===== src/rtl/display_pkg.sv =====
// Shared constants for the seven-segment display sequencer: FSM encoding,
// one-hot source selects, BCD sizing and the shift-add-3 correction step.
package display_pkg;

    localparam int DATA_W      = 32;
    localparam int BCD_DIGITS  = 10;
    localparam int SHOW_DIGITS = 8;

    localparam logic [DATA_W-1:0] OVF_PATTERN = 32'h9999_9999;

    localparam logic [1:0] ST_IDLE    = 2'd0;
    localparam logic [1:0] ST_LATCH   = 2'd1;
    localparam logic [1:0] ST_CONVERT = 2'd2;
    localparam logic [1:0] ST_UPDATE  = 2'd3;

    localparam logic [5:0] SRC_SYSCALL = 6'b000000;
    localparam logic [5:0] SRC_MEM     = 6'b000001;
    localparam logic [5:0] SRC_PC      = 6'b000010;
    localparam logic [5:0] SRC_CYCLE0  = 6'b000100;
    localparam logic [5:0] SRC_CYCLE1  = 6'b001000;
    localparam logic [5:0] SRC_CYCLE2  = 6'b010000;
    localparam logic [5:0] SRC_CYCLE3  = 6'b100000;
    localparam logic [5:0] SRC_AUTO    = 6'b111111;

    // Add 3 to every BCD digit that is 5 or more, so the following left
    // shift carries correctly into the next decimal digit.
    function automatic logic [4*BCD_DIGITS-1:0] bcd_add3(input logic [4*BCD_DIGITS-1:0] b);
        logic [4*BCD_DIGITS-1:0] r;
        for (int i = 0; i < BCD_DIGITS; i++) begin
            r[4*i +: 4] = (b[4*i +: 4] >= 4'd5) ? b[4*i +: 4] + 4'd3 : b[4*i +: 4];
        end
        return r;
    endfunction

endpackage


===== src/rtl/display_sequencer_bin2bcd.sv =====
// Sequential binary-to-BCD converter (shift-add-3, one bit per clock).
// A start pulse loads the operand; done is high during the final shift
// cycle, after which bcd_out holds the result until the next start.
module bin2bcd_seq import display_pkg::*; (
    input  logic                      clk,
    input  logic                      rst_n,
    input  logic                      start,
    input  logic [DATA_W-1:0]         bin_in,
    output logic                      done,
    output logic [4*BCD_DIGITS-1:0]   bcd_out
);

    logic [DATA_W-1:0]       shift_q, shift_d;
    logic [4*BCD_DIGITS-1:0] bcd_q, bcd_d;
    logic [4:0]              bit_cnt_q, bit_cnt_d;
    logic                    run_q, run_d;

    // Load on start, then correct-and-shift once per cycle for 32 cycles.
    always_comb begin
        shift_d   = shift_q;
        bcd_d     = bcd_q;
        bit_cnt_d = bit_cnt_q;
        run_d     = run_q;
        if (start) begin
            shift_d   = bin_in;
            bcd_d     = '0;
            bit_cnt_d = '0;
            run_d     = 1'b1;
        end else if (run_q) begin
            {bcd_d, shift_d} = {bcd_add3(bcd_q), shift_q} << 1;
            bit_cnt_d        = bit_cnt_q + 5'd1;
            if (bit_cnt_q == 5'd31) begin
                run_d = 1'b0;
            end
        end
    end

    // Converter state registers.
    always_ff @(posedge clk or negedge rst_n) begin
        if (!rst_n) begin
            shift_q   <= '0;
            bcd_q     <= '0;
            bit_cnt_q <= '0;
            run_q     <= 1'b0;
        end else begin
            shift_q   <= shift_d;
            bcd_q     <= bcd_d;
            bit_cnt_q <= bit_cnt_d;
            run_q     <= run_d;
        end
    end

    assign done    = run_q && (bit_cnt_q == 5'd31);
    assign bcd_out = bcd_q;

endmodule


===== src/rtl/display_sequencer.sv =====
// Refresh sequencer in front of the eight-digit seven-segment driver.
// Optional build macro DISPLAY_AUTO_SCAN_EN: switch[5:0]=111111 rotates
// through all seven sources every ROTATE_TICKS refreshes.
module display_sequencer import display_pkg::*; #(
    parameter int REFRESH_DIV  = 100000,
    parameter int ROTATE_TICKS = 1000
) (
    input  logic              cp,
    input  logic              rst_n,
    input  logic [6:0]        switch,
    input  logic [DATA_W-1:0] syscall_out,
    input  logic [DATA_W-1:0] mem,
    input  logic [DATA_W-1:0] pc,
    input  logic [DATA_W-1:0] cycle0,
    input  logic [DATA_W-1:0] cycle1,
    input  logic [DATA_W-1:0] cycle2,
    input  logic [DATA_W-1:0] cycle3,
    output logic [DATA_W-1:0] data,
    output logic              busy,
    output logic              ovf
);

    localparam logic [23:0] TICK_LAST = 24'(REFRESH_DIV - 1);

    logic [23:0]             tick_cnt_q, tick_cnt_d;
    logic                    tick;
    logic [1:0]              state_q, state_d;
    logic [DATA_W-1:0]       src_q, src_d, src_sel;
    logic                    dec_q, dec_d;
    logic [DATA_W-1:0]       data_q, data_d;
    logic                    busy_q, busy_d;
    logic                    ovf_q, ovf_d;
    logic                    conv_start, conv_done;
    logic [4*BCD_DIGITS-1:0] conv_bcd;

    // Clamp a 10-digit BCD result to the 8 displayable digits; bit 32 is ovf.
    function automatic logic [DATA_W:0] bcd_saturate(input logic [4*BCD_DIGITS-1:0] bcd);
        if (bcd[4*BCD_DIGITS-1:4*SHOW_DIGITS] != '0) begin
            return {1'b1, OVF_PATTERN};
        end
        return {1'b0, bcd[4*SHOW_DIGITS-1:0]};
    endfunction

    assign tick       = (tick_cnt_q == TICK_LAST);
    assign tick_cnt_d = tick ? '0 : tick_cnt_q + 24'd1;

`ifdef DISPLAY_AUTO_SCAN_EN
    localparam int ROT_W = (ROTATE_TICKS > 1) ? $clog2(ROTATE_TICKS) : 1;
    localparam logic [ROT_W-1:0] ROT_LAST = ROT_W'(ROTATE_TICKS - 1);

    logic [ROT_W-1:0]  rot_q, rot_d;
    logic [2:0]        scan_q, scan_d;
    logic [DATA_W-1:0] auto_src;

    // Advance the scan index once per ROTATE_TICKS completed refreshes;
    // leaving auto-scan restarts the rotation from source 0.
    always_comb begin
        rot_d  = rot_q;
        scan_d = scan_q;
        if (switch[5:0] != SRC_AUTO) begin
            rot_d  = '0;
            scan_d = '0;
        end else if (state_q == ST_UPDATE) begin
            if (rot_q == ROT_LAST) begin
                rot_d  = '0;
                scan_d = (scan_q == 3'd6) ? 3'd0 : scan_q + 3'd1;
            end else begin
                rot_d = rot_q + ROT_W'(1);
            end
        end
    end

    // Auto-scan rotation registers.
    always_ff @(posedge cp or negedge rst_n) begin
        if (!rst_n) begin
            rot_q  <= '0;
            scan_q <= '0;
        end else begin
            rot_q  <= rot_d;
            scan_q <= scan_d;
        end
    end

    // Source picked by the current scan index.
    always_comb begin
        case (scan_q)
            3'd0:    auto_src = syscall_out;
            3'd1:    auto_src = mem;
            3'd2:    auto_src = pc;
            3'd3:    auto_src = cycle0;
            3'd4:    auto_src = cycle1;
            3'd5:    auto_src = cycle2;
            3'd6:    auto_src = cycle3;
            default: auto_src = '0;
        endcase
    end
`else
    // ROTATE_TICKS only matters when auto-scan is built in.
    localparam int unused_rotate_ticks = ROTATE_TICKS;
`endif

    // Source mux driven by the one-hot switch pattern; unknown patterns show 0.
    always_comb begin
        case (switch[5:0])
            SRC_SYSCALL: src_sel = syscall_out;
            SRC_MEM:     src_sel = mem;
            SRC_PC:      src_sel = pc;
            SRC_CYCLE0:  src_sel = cycle0;
            SRC_CYCLE1:  src_sel = cycle1;
            SRC_CYCLE2:  src_sel = cycle2;
            SRC_CYCLE3:  src_sel = cycle3;
`ifdef DISPLAY_AUTO_SCAN_EN
            SRC_AUTO:    src_sel = auto_src;
`else
            SRC_AUTO:    src_sel = '0;
`endif
            default:     src_sel = '0;
        endcase
    end

    // Refresh FSM: wait for tick, latch source, optionally convert, publish.
    // The converter is fed from the mux in the same cycle src_q captures it,
    // so both see the identical latched value.
    always_comb begin
        state_d    = state_q;
        src_d      = src_q;
        dec_d      = dec_q;
        data_d     = data_q;
        busy_d     = busy_q;
        ovf_d      = ovf_q;
        conv_start = 1'b0;
        case (state_q)
            ST_IDLE: begin
                if (tick) begin
                    state_d = ST_LATCH;
                end
            end
            ST_LATCH: begin
                src_d = src_sel;
                dec_d = switch[6];
                if (switch[6]) begin
                    conv_start = 1'b1;
                    busy_d     = 1'b1;
                    state_d    = ST_CONVERT;
                end else begin
                    state_d = ST_UPDATE;
                end
            end
            ST_CONVERT: begin
                if (conv_done) begin
                    busy_d  = 1'b0;
                    state_d = ST_UPDATE;
                end
            end
            ST_UPDATE: begin
                if (dec_q) begin
                    {ovf_d, data_d} = bcd_saturate(conv_bcd);
                end else begin
                    data_d = src_q;
                    ovf_d  = 1'b0;
                end
                busy_d  = 1'b0;
                state_d = ST_IDLE;
            end
            default: state_d = ST_IDLE;
        endcase
    end

    // Tick counter, FSM and output registers.
    always_ff @(posedge cp or negedge rst_n) begin
        if (!rst_n) begin
            tick_cnt_q <= '0;
            state_q    <= ST_IDLE;
            src_q      <= '0;
            dec_q      <= 1'b0;
            data_q     <= '0;
            busy_q     <= 1'b0;
            ovf_q      <= 1'b0;
        end else begin
            tick_cnt_q <= tick_cnt_d;
            state_q    <= state_d;
            src_q      <= src_d;
            dec_q      <= dec_d;
            data_q     <= data_d;
            busy_q     <= busy_d;
            ovf_q      <= ovf_d;
        end
    end

    bin2bcd_seq u_bin2bcd (
        .clk     (cp),
        .rst_n   (rst_n),
        .start   (conv_start),
        .bin_in  (src_sel),
        .done    (conv_done),
        .bcd_out (conv_bcd)
    );

    assign data = data_q;
    assign busy = busy_q;
    assign ovf  = ovf_q;

endmodule


===== config.mk =====
export PLATFORM = sky130hd
export DESIGN_NAME = display_sequencer
export DESIGN_NICKNAME = d
export VERILOG_FILES = /design/src/rtl/display_pkg.sv /design/src/rtl/display_sequencer_bin2bcd.sv /design/src/rtl/display_sequencer.sv
export SDC_FILE = /design/constraint.sdc
export NUM_CORES = 1
export LEC_CHECK = 0
export BUFFER_PORTS_ARGS = -buffer_cell sky130_fd_sc_hd__buf_2
export CORE_MARGIN = 5
export CORE_UTILIZATION = 45
export CTS_CLUSTER_SIZE = 24
export DETAILED_ROUTE_END_ITERATION = 10
export GPL_ROUTABILITY_DRIVEN = 0
export GPL_TIMING_DRIVEN = 1
export PLACE_DENSITY = 0.71
export SLEW_MARGIN = 10
export SYNTH_ARGS = -nofsm -noshare
export SYNTH_HDL_FRONTEND = slang
export SYNTH_SLANG_ARGS = --single-unit

===== constraint.sdc =====
create_clock -name cp -period 5.4 [get_ports cp]
set_input_delay 0 -clock cp [delete_from_list [all_inputs] [get_ports cp]]
set_output_delay 0 -clock cp [all_outputs]
set_load 0.01 [all_outputs]

==> reports/qor.csv, run 1 <==
metric,value,unit
synth_seq_cells,171,
setup_tns,0,ns
layout_common_cells,"265 x buf_2, 170 x dfrtp_1, 132 x a21oi_1",
ant_nets,0,
finalCritPeriodShare,0.500,
p_per_area,235,mW/mm²
cts_tree,done,
pwr-share-comb,0.054,
start_kind,flop,
synth.cell_area,0.00943,mm²
slew_viol_final,0,
drive_gt1_frac,0.266,
finClkSkew,0.0129,ns
dr.pass1.iters,8,
overflow,0,
numCtsBuffers,17,
cp_max_fo,107,
fp.dieArea,0.0239,mm²
worstPathArrival,3.04,ns
syn_nets,1268,
status,completed,
dr.first_iter.drc_count,832,
grt_pass1_vias,8377,
grt_max_degree,108,
netlist.top_cell.by_area,dfrtp_1,
final_common_cell,buf_2,
p_leak,5.34,nW
cts_buffer_depth,2,
clk_pin_slew,0.07,ns
hold_viol,0,
p_sw_frac,0.216,
synth_cells,1005,
min_path_type,in -> reg,
boundaryPins,267,
fp-row-count,53,
core,0.0208,mm²
cts_hold_buf,2,
yosysSeqAreaShare,0.454,
final_util,0.551,
cts_max_level,4,
startpoint,state_q[1],
p_int,2.12,mW
wl,28100,µm
worstMarginPinSlew,1.25,ns
grt_pass1_wl,44900,µm
clkSinkCount,171,
critPathKind,reg -> reg,
postCtsSetupBuffers,0,
dp.final_hpwl,20800,µm
worstHoldStart,cycle2[9],
io_buffers,266,
rsz0062_at_grt,false,
report.final.setup_viol,0,
synth_cell_types,42,
dieHeight,155,µm
power.switching,0.583,mW
antenna_found_initial,3,
max_clock_freq,371,MHz
drv_cap,0,
drc_errors,0,
initial_core_util,0.453,
fin_nets,1486,
area_delta_synth_final,21.8,%
max_slew_margin,0.164,
pwr-share-clk,0.472,
vias,8587,
fin_crit,2.70,ns
yosysWarnings,0,
timing.rr.start,state_q[1],
cts-root-buf,clkbuf_16,
required,5.74,ns
clock_latency,0.43,ns
power_frac_seq,0.474,
synth_top_area_share,0.454,
vias_per_cell,5.68,
p_total,2.70,mW
ir_worst_vdd,0.145,mV
cts_resized,0,
post_drt_wl_per_cell,18.6,µm
synth.area.top_cells,"dfrtp_1 45%, a21oi_1 7.0%, a22oi_1 5.1%, nor2_1 4.1%, ha_1 4.0%",
die_w,155,µm
endpoint_kind,flop,
syn_area_per_cell,9.38,µm²
grt_use_total,0.234,
==> final timing paths <==
kind	end	slack, ns	cells past startpoint
setup reg to reg	u_bin2bcd.shift_q[7]	2.70	6
setup / recovery	u_bin2bcd.shift_q[7]	2.70	6
hold reg to reg	tick_cnt_q[23]	0.48	1
hold / removal	src_q[9]	0.05	4
min in group asynchronous	ovf	0.29	2
max in group asynchronous	data[31]	3.67	3
==> Yosys cell counts <==
cell       instances
xor2_1            10
clkbuf_1          54
a21o_1             9
buf_6              3
o21ai_1            1
ha_1              30
mux2_2            18
a31oi_1            8
nor2_1           104
and2_1             4
nand2_1           47
a22o_1             1
and3_1            44
buf_4              2
clkbuf_2           1
a222oi_1          32
nor3_2             1
nand4_1            7
buf_1              2
and3b_1            4
a22oi_1           64
mux2i_1           16
xnor2_1           33
or4_4              1
o21ai_0           23
buf_2             14
o211ai_1           9
nor4_1             5
nor4b_1            1
inv_1             29
and4_1             4
nor2b_1           32
a221oi_1           1
nor3_1            10
a21oi_1          132
dfrtp_1          171
nand3_1           32
a211oi_1          31
nor3b_4            2
a2bb2oi_1          1
clkinv_1           1
nand2b_1          11
==> registers in the layout, summed over array words and instances (netlist names) <==
register / flops
busy: 1
u_bin2bcd.shift_q: 32
ovf: 1
state_q: 2
dec_q: 1
u_bin2bcd.bcd_out: 40
data: 32
u_bin2bcd.run_q: 1
tick_cnt_q: 24
src_q: 32
u_bin2bcd.bit_cnt_q: 5
==> layer usage <==
layer | GRT usage | part of all wire
met2 | 0.375 | 0.47
met1 | 0.324 | 0.44
met3 | 0.0450 | 0.064
met4 | 0.0681 | 0.019
met5 | 0 | 0.00075
==> kinds of logic (layout without fill, tap and decap cells) <==
kind of cell,Yosys count,count (layout),share of synthesized area
and+or+nand+nor,309,309,0.165
buffers and inverters,106,337,0.0474
AOI/OAI and AO/OA,312,312,0.215
xor gates and xnor gates,43,43,0.0400
other,0,1,0
muxes,34,34,0.0385
DFF,171,171,0.454
adders and majority gates,30,30,0.0398
==> power by group through the flow <==
stage | combinational (mW) | sequential [mW] | clock (mW)
floorplan | 0.0216 | 1.31 | 0
global placement | 0.143 | 1.30 | 0
detailed placement | 0.144 | 1.30 | 0
CTS | 0.146 | 1.28 | 1.29
global route | 0.161 | 1.28 | 1.35
finish | 0.145 | 1.28 | 1.28
==> cell type report <==
| class | instances | area (µm²) |
|---|---|---|
| repair buffers | 275 | 1410 |
| well taps | 275 | 344 |
| clock buffers | 22 | 474 |
| clock inverters | 10 | 139 |
| multi-input cells | 728 | 4710 |
| inverters | 30 | 113 |
| flip-flops and latches | 171 | 4280 |
| diodes | 1 | 2.50 |
| fillers | 1916 | 9340 |
==> worst max-delay path, cell delays in order (launching register included) <==
cell and delay (ns):
dfrtp_1 0.42, inv_1 0.13, ha_2 0.18, buf_4 0.50, and2_4 0.99, a211oi_1 0.13, a21oi_1 0.19
==> metrics by stage <==
| step | instances | hold slack (ns) | worst slack [ns] | area (µm²) |
|---|---|---|---|---|
| after CTS | 1511 | 0.0377 | 2.72 | 11500 |
| after floorplan | 1005 | -0.296 | 3.61 | 9430 |
| final | 1512 | 0.0487 | 2.70 | 11500 |
| after global placement | 1477 | 0.191 | 2.89 | 10800 |
| after detailed placement | 1477 | 0.200 | 2.76 | 10800 |
| after global routing | 1512 | 0.0646 | 2.48 | 11500 |
Note: power is estimated with default switching activity, not from simulation.
==> run 2: changes to the inputs <==
Settings changed: ABC_AREA set to 1, PLACE_DENSITY 0.71 to 0.72.
Clock period 5.4 ns to 2.2 ns, I/O delays scaled along.
==> run 2 against run 1 <==
  * Area after synthesis is 14% higher
  * Global-route usage is 1.6 points higher
  * Flip-flop and latch count stayed put
  * Sequential power grew to 3.9 times the previous value
  * Fmax is 38% higher
  * Register-to-register slack worse by 2.5 ns
  * Combinational power grew to 37 times the previous value
  * Clock skew is 0.0041 ns lower
  * Power grew to 5.0 times the previous value
  * Largest cell class unchanged
  * Largest power group is now combinational logic
==> reports/qor.csv, run 2 <==
metric,value,unit
overflow,0,
cts_max_level,4,
fp-row-count,56,
min_path_type,in -> reg,
start_kind,flop,
pre_cts_slack,0.256,ns
drc_errors,0,
largest_register_ffs,40,
endpoint_kind,flop,
p_total,13.4,mW
synthXorXnorAreaFrac,0.0187,
layout.cells.non_filler,2143,
synth_seq_cells,171,
holdWs,0.0145,ns
p_leak,7.18,nW
max_slew_margin,0.568,
core,0.0235,mm²
async_reset_ff_frac,1.00,
hold_viol,0,
numCtsBuffers,17,
post_drt_wl_per_cell,15.8,µm
slew_viol_final,0,
cts_buffer_depth,2,
n_fill_cell,2310,
cts_tree,done,
grt_max_degree,70,
final_common_cell,nand2_1,
layout_common_cells,"347 x nand2_1, 278 x inv_1, 265 x buf_2",
critPathKind,reg -> reg,
finalCritPeriodShare,0.889,
vias_per_cell,5.18,
worstHoldStart,syscall_out[25],
boundaryPins,267,
drive_gt1_frac,0.191,
synthAdderAreaFrac,0.0349,
report.final.setup_viol,0,
status,completed,
synth_top_family_by_area,simple AND/OR/NAND/NOR gates,
finClkSkew,0.00884,ns
grt_pass1_wl,54400,µm
die_w,165,µm
fp.dieArea,0.0271,mm²
cp_max_fo,34,
area_delta_synth_final,21.3,%
setup_tns,0,ns
antenna_found_initial,1,
yosys-top-cells-count,"347 x nand2_1, 278 x inv_1, 180 x nor2_1, 171 x dfrtp_1, 151 x o21ai_0",
clk_pin_slew,0.07,ns
dp_cells,2108,
ir_worst_vdd,0.613,mV
wl,33800,µm
io_buffers,266,
timing.rr.start,state_q[1],
worstMarginPinSlew,0.647,ns
postCtsSetupBuffers,0,
synth_compound_area_frac,0.144,
dr.first_iter.drc_count,770,
dp.final_hpwl,26400,µm
synth.area.top_cells,"dfrtp_1 40%, nand2_1 12%, inv_1 9.7%, o21ai_0 7.0%, nor2_1 6.3%",
synth_mux_area_frac,0,
clkSinkCount,171,
ant_nets,0,
synth_ff_type,dfrtp_1,
max_clock_freq,511,MHz
dr.pass1.iters,6,
drv_cap,0,
startpoint,state_q[1],
yosysWarnings,0,
clock_latency,0.42,ns
syn_nets,1826,
fin_ws,0.244,ns
vias,11100,
required,2.56,ns
synth_cells,1563,
cts-root-buf,clkbuf_16,
p_per_area,1030,mW/mm²
initial_core_util,0.457,
fin_crit,1.96,ns
synth.most_common_cell,nand2_1,
synth.cell_area,0.0108,mm²
synth_edf_count,0,
syn_area_per_cell,6.89,µm²
synth_cell_types,32,
fin_nets,2073,
yosysSeqAreaShare,0.398,
synth_top_area_share,0.398,
rsz0062_at_grt,false,
netlist.top_cell.by_area,dfrtp_1,
worstPathArrival,2.32,ns
synthSimpleGateAreaFrac,0.273,
grt_pass1_vias,10800,
grt_use_total,0.250,
dieHeight,165,µm
-- run 2: changes by cell type after synthesis, moves of 76 or more --
cell,change
o21ai_0,+128
inv_1,+249
nand4_1,+79
nor2_1,+76
a21oi_1,-97
nand2_1,+300
-- run 2: cell type report --
cell class | count | area [µm²] | share of cell area
antenna | 1 | 2.50 | 0.000192
clock buffer | 20 | 447 | 0.0342
clock inverter | 12 | 139 | 0.0106
inverter | 284 | 1070 | 0.0817
multi-input combinational | 1035 | 5080 | 0.389
sequential | 171 | 4280 | 0.328
tap | 319 | 399 | 0.0306
timing repair buffer | 301 | 1640 | 0.126
-- run 2: stage by stage --
| step | util | instance area, µm² |
|---|---|---|
| after global routing | 0.554 | 13100 |
| after floorplan | - | 10800 |
| after global placement | 0.529 | 12400 |
| after detailed placement | 0.529 | 12400 |
| final | 0.554 | 13100 |
| after CTS | 0.554 | 13100 |
-- run 2: layer usage --
layer,track usage,part of all wire,vias up
met1,0.338,0.43,5103
met5,0,0,-
li1,-,-,5482
met4,0.0873,0.029,0
met2,0.408,0.47,445
met3,0.0414,0.070,63
-- run 2: kinds of logic after synthesis --
kind of cell / after synthesis
buf+inv: 357
flops: 171
xor+xnor: 23
fa+ha+maj: 30
simple gates: 687
compound gates: 295
-- run 2: timing repair --
action | in CTS | in global routing
endpoints found under the hold margin | 66 | 0
hold buffers | 2 | 0
resized for setup | 0 | 0
-- run 2: critical path, cell delays in order (launching register included) --
cell	delay [ns]
dfrtp_1	0.42
inv_1	0.14
ha_1	0.20
buf_4	0.34
inv_1	0.11
buf_4	0.20
o21ai_0	0.21
nor2_1	0.09
nand2_1	0.07
nand2_1	0.05
nand2_1	0.06
-- run 2: where the power goes --
part / internal, mW / switching, mW / leakage [nW]
Combinational: 1.99 / 3.42 / 4.67
Clock: 1.72 / 1.27 / 0.285
Sequential: 4.22 / 0.790 / 2.22
Total: 7.92 / 5.48 / 7.18
-- run 2: final timing paths --
path / slack [ns] / to / cells past startpoint
setup / recovery: 0.24 / state_q[0] / 10
hold / removal: 0.01 / u_bin2bcd.shift_q[25] / 7
setup reg to reg: 0.24 / state_q[0] / 10
hold reg to reg: 0.48 / src_q[15] / 2
max in group asynchronous: 1.30 / u_bin2bcd.bcd_out[23] / 3
min in group asynchronous: 0.16 / u_bin2bcd.bcd_out[11] / 2
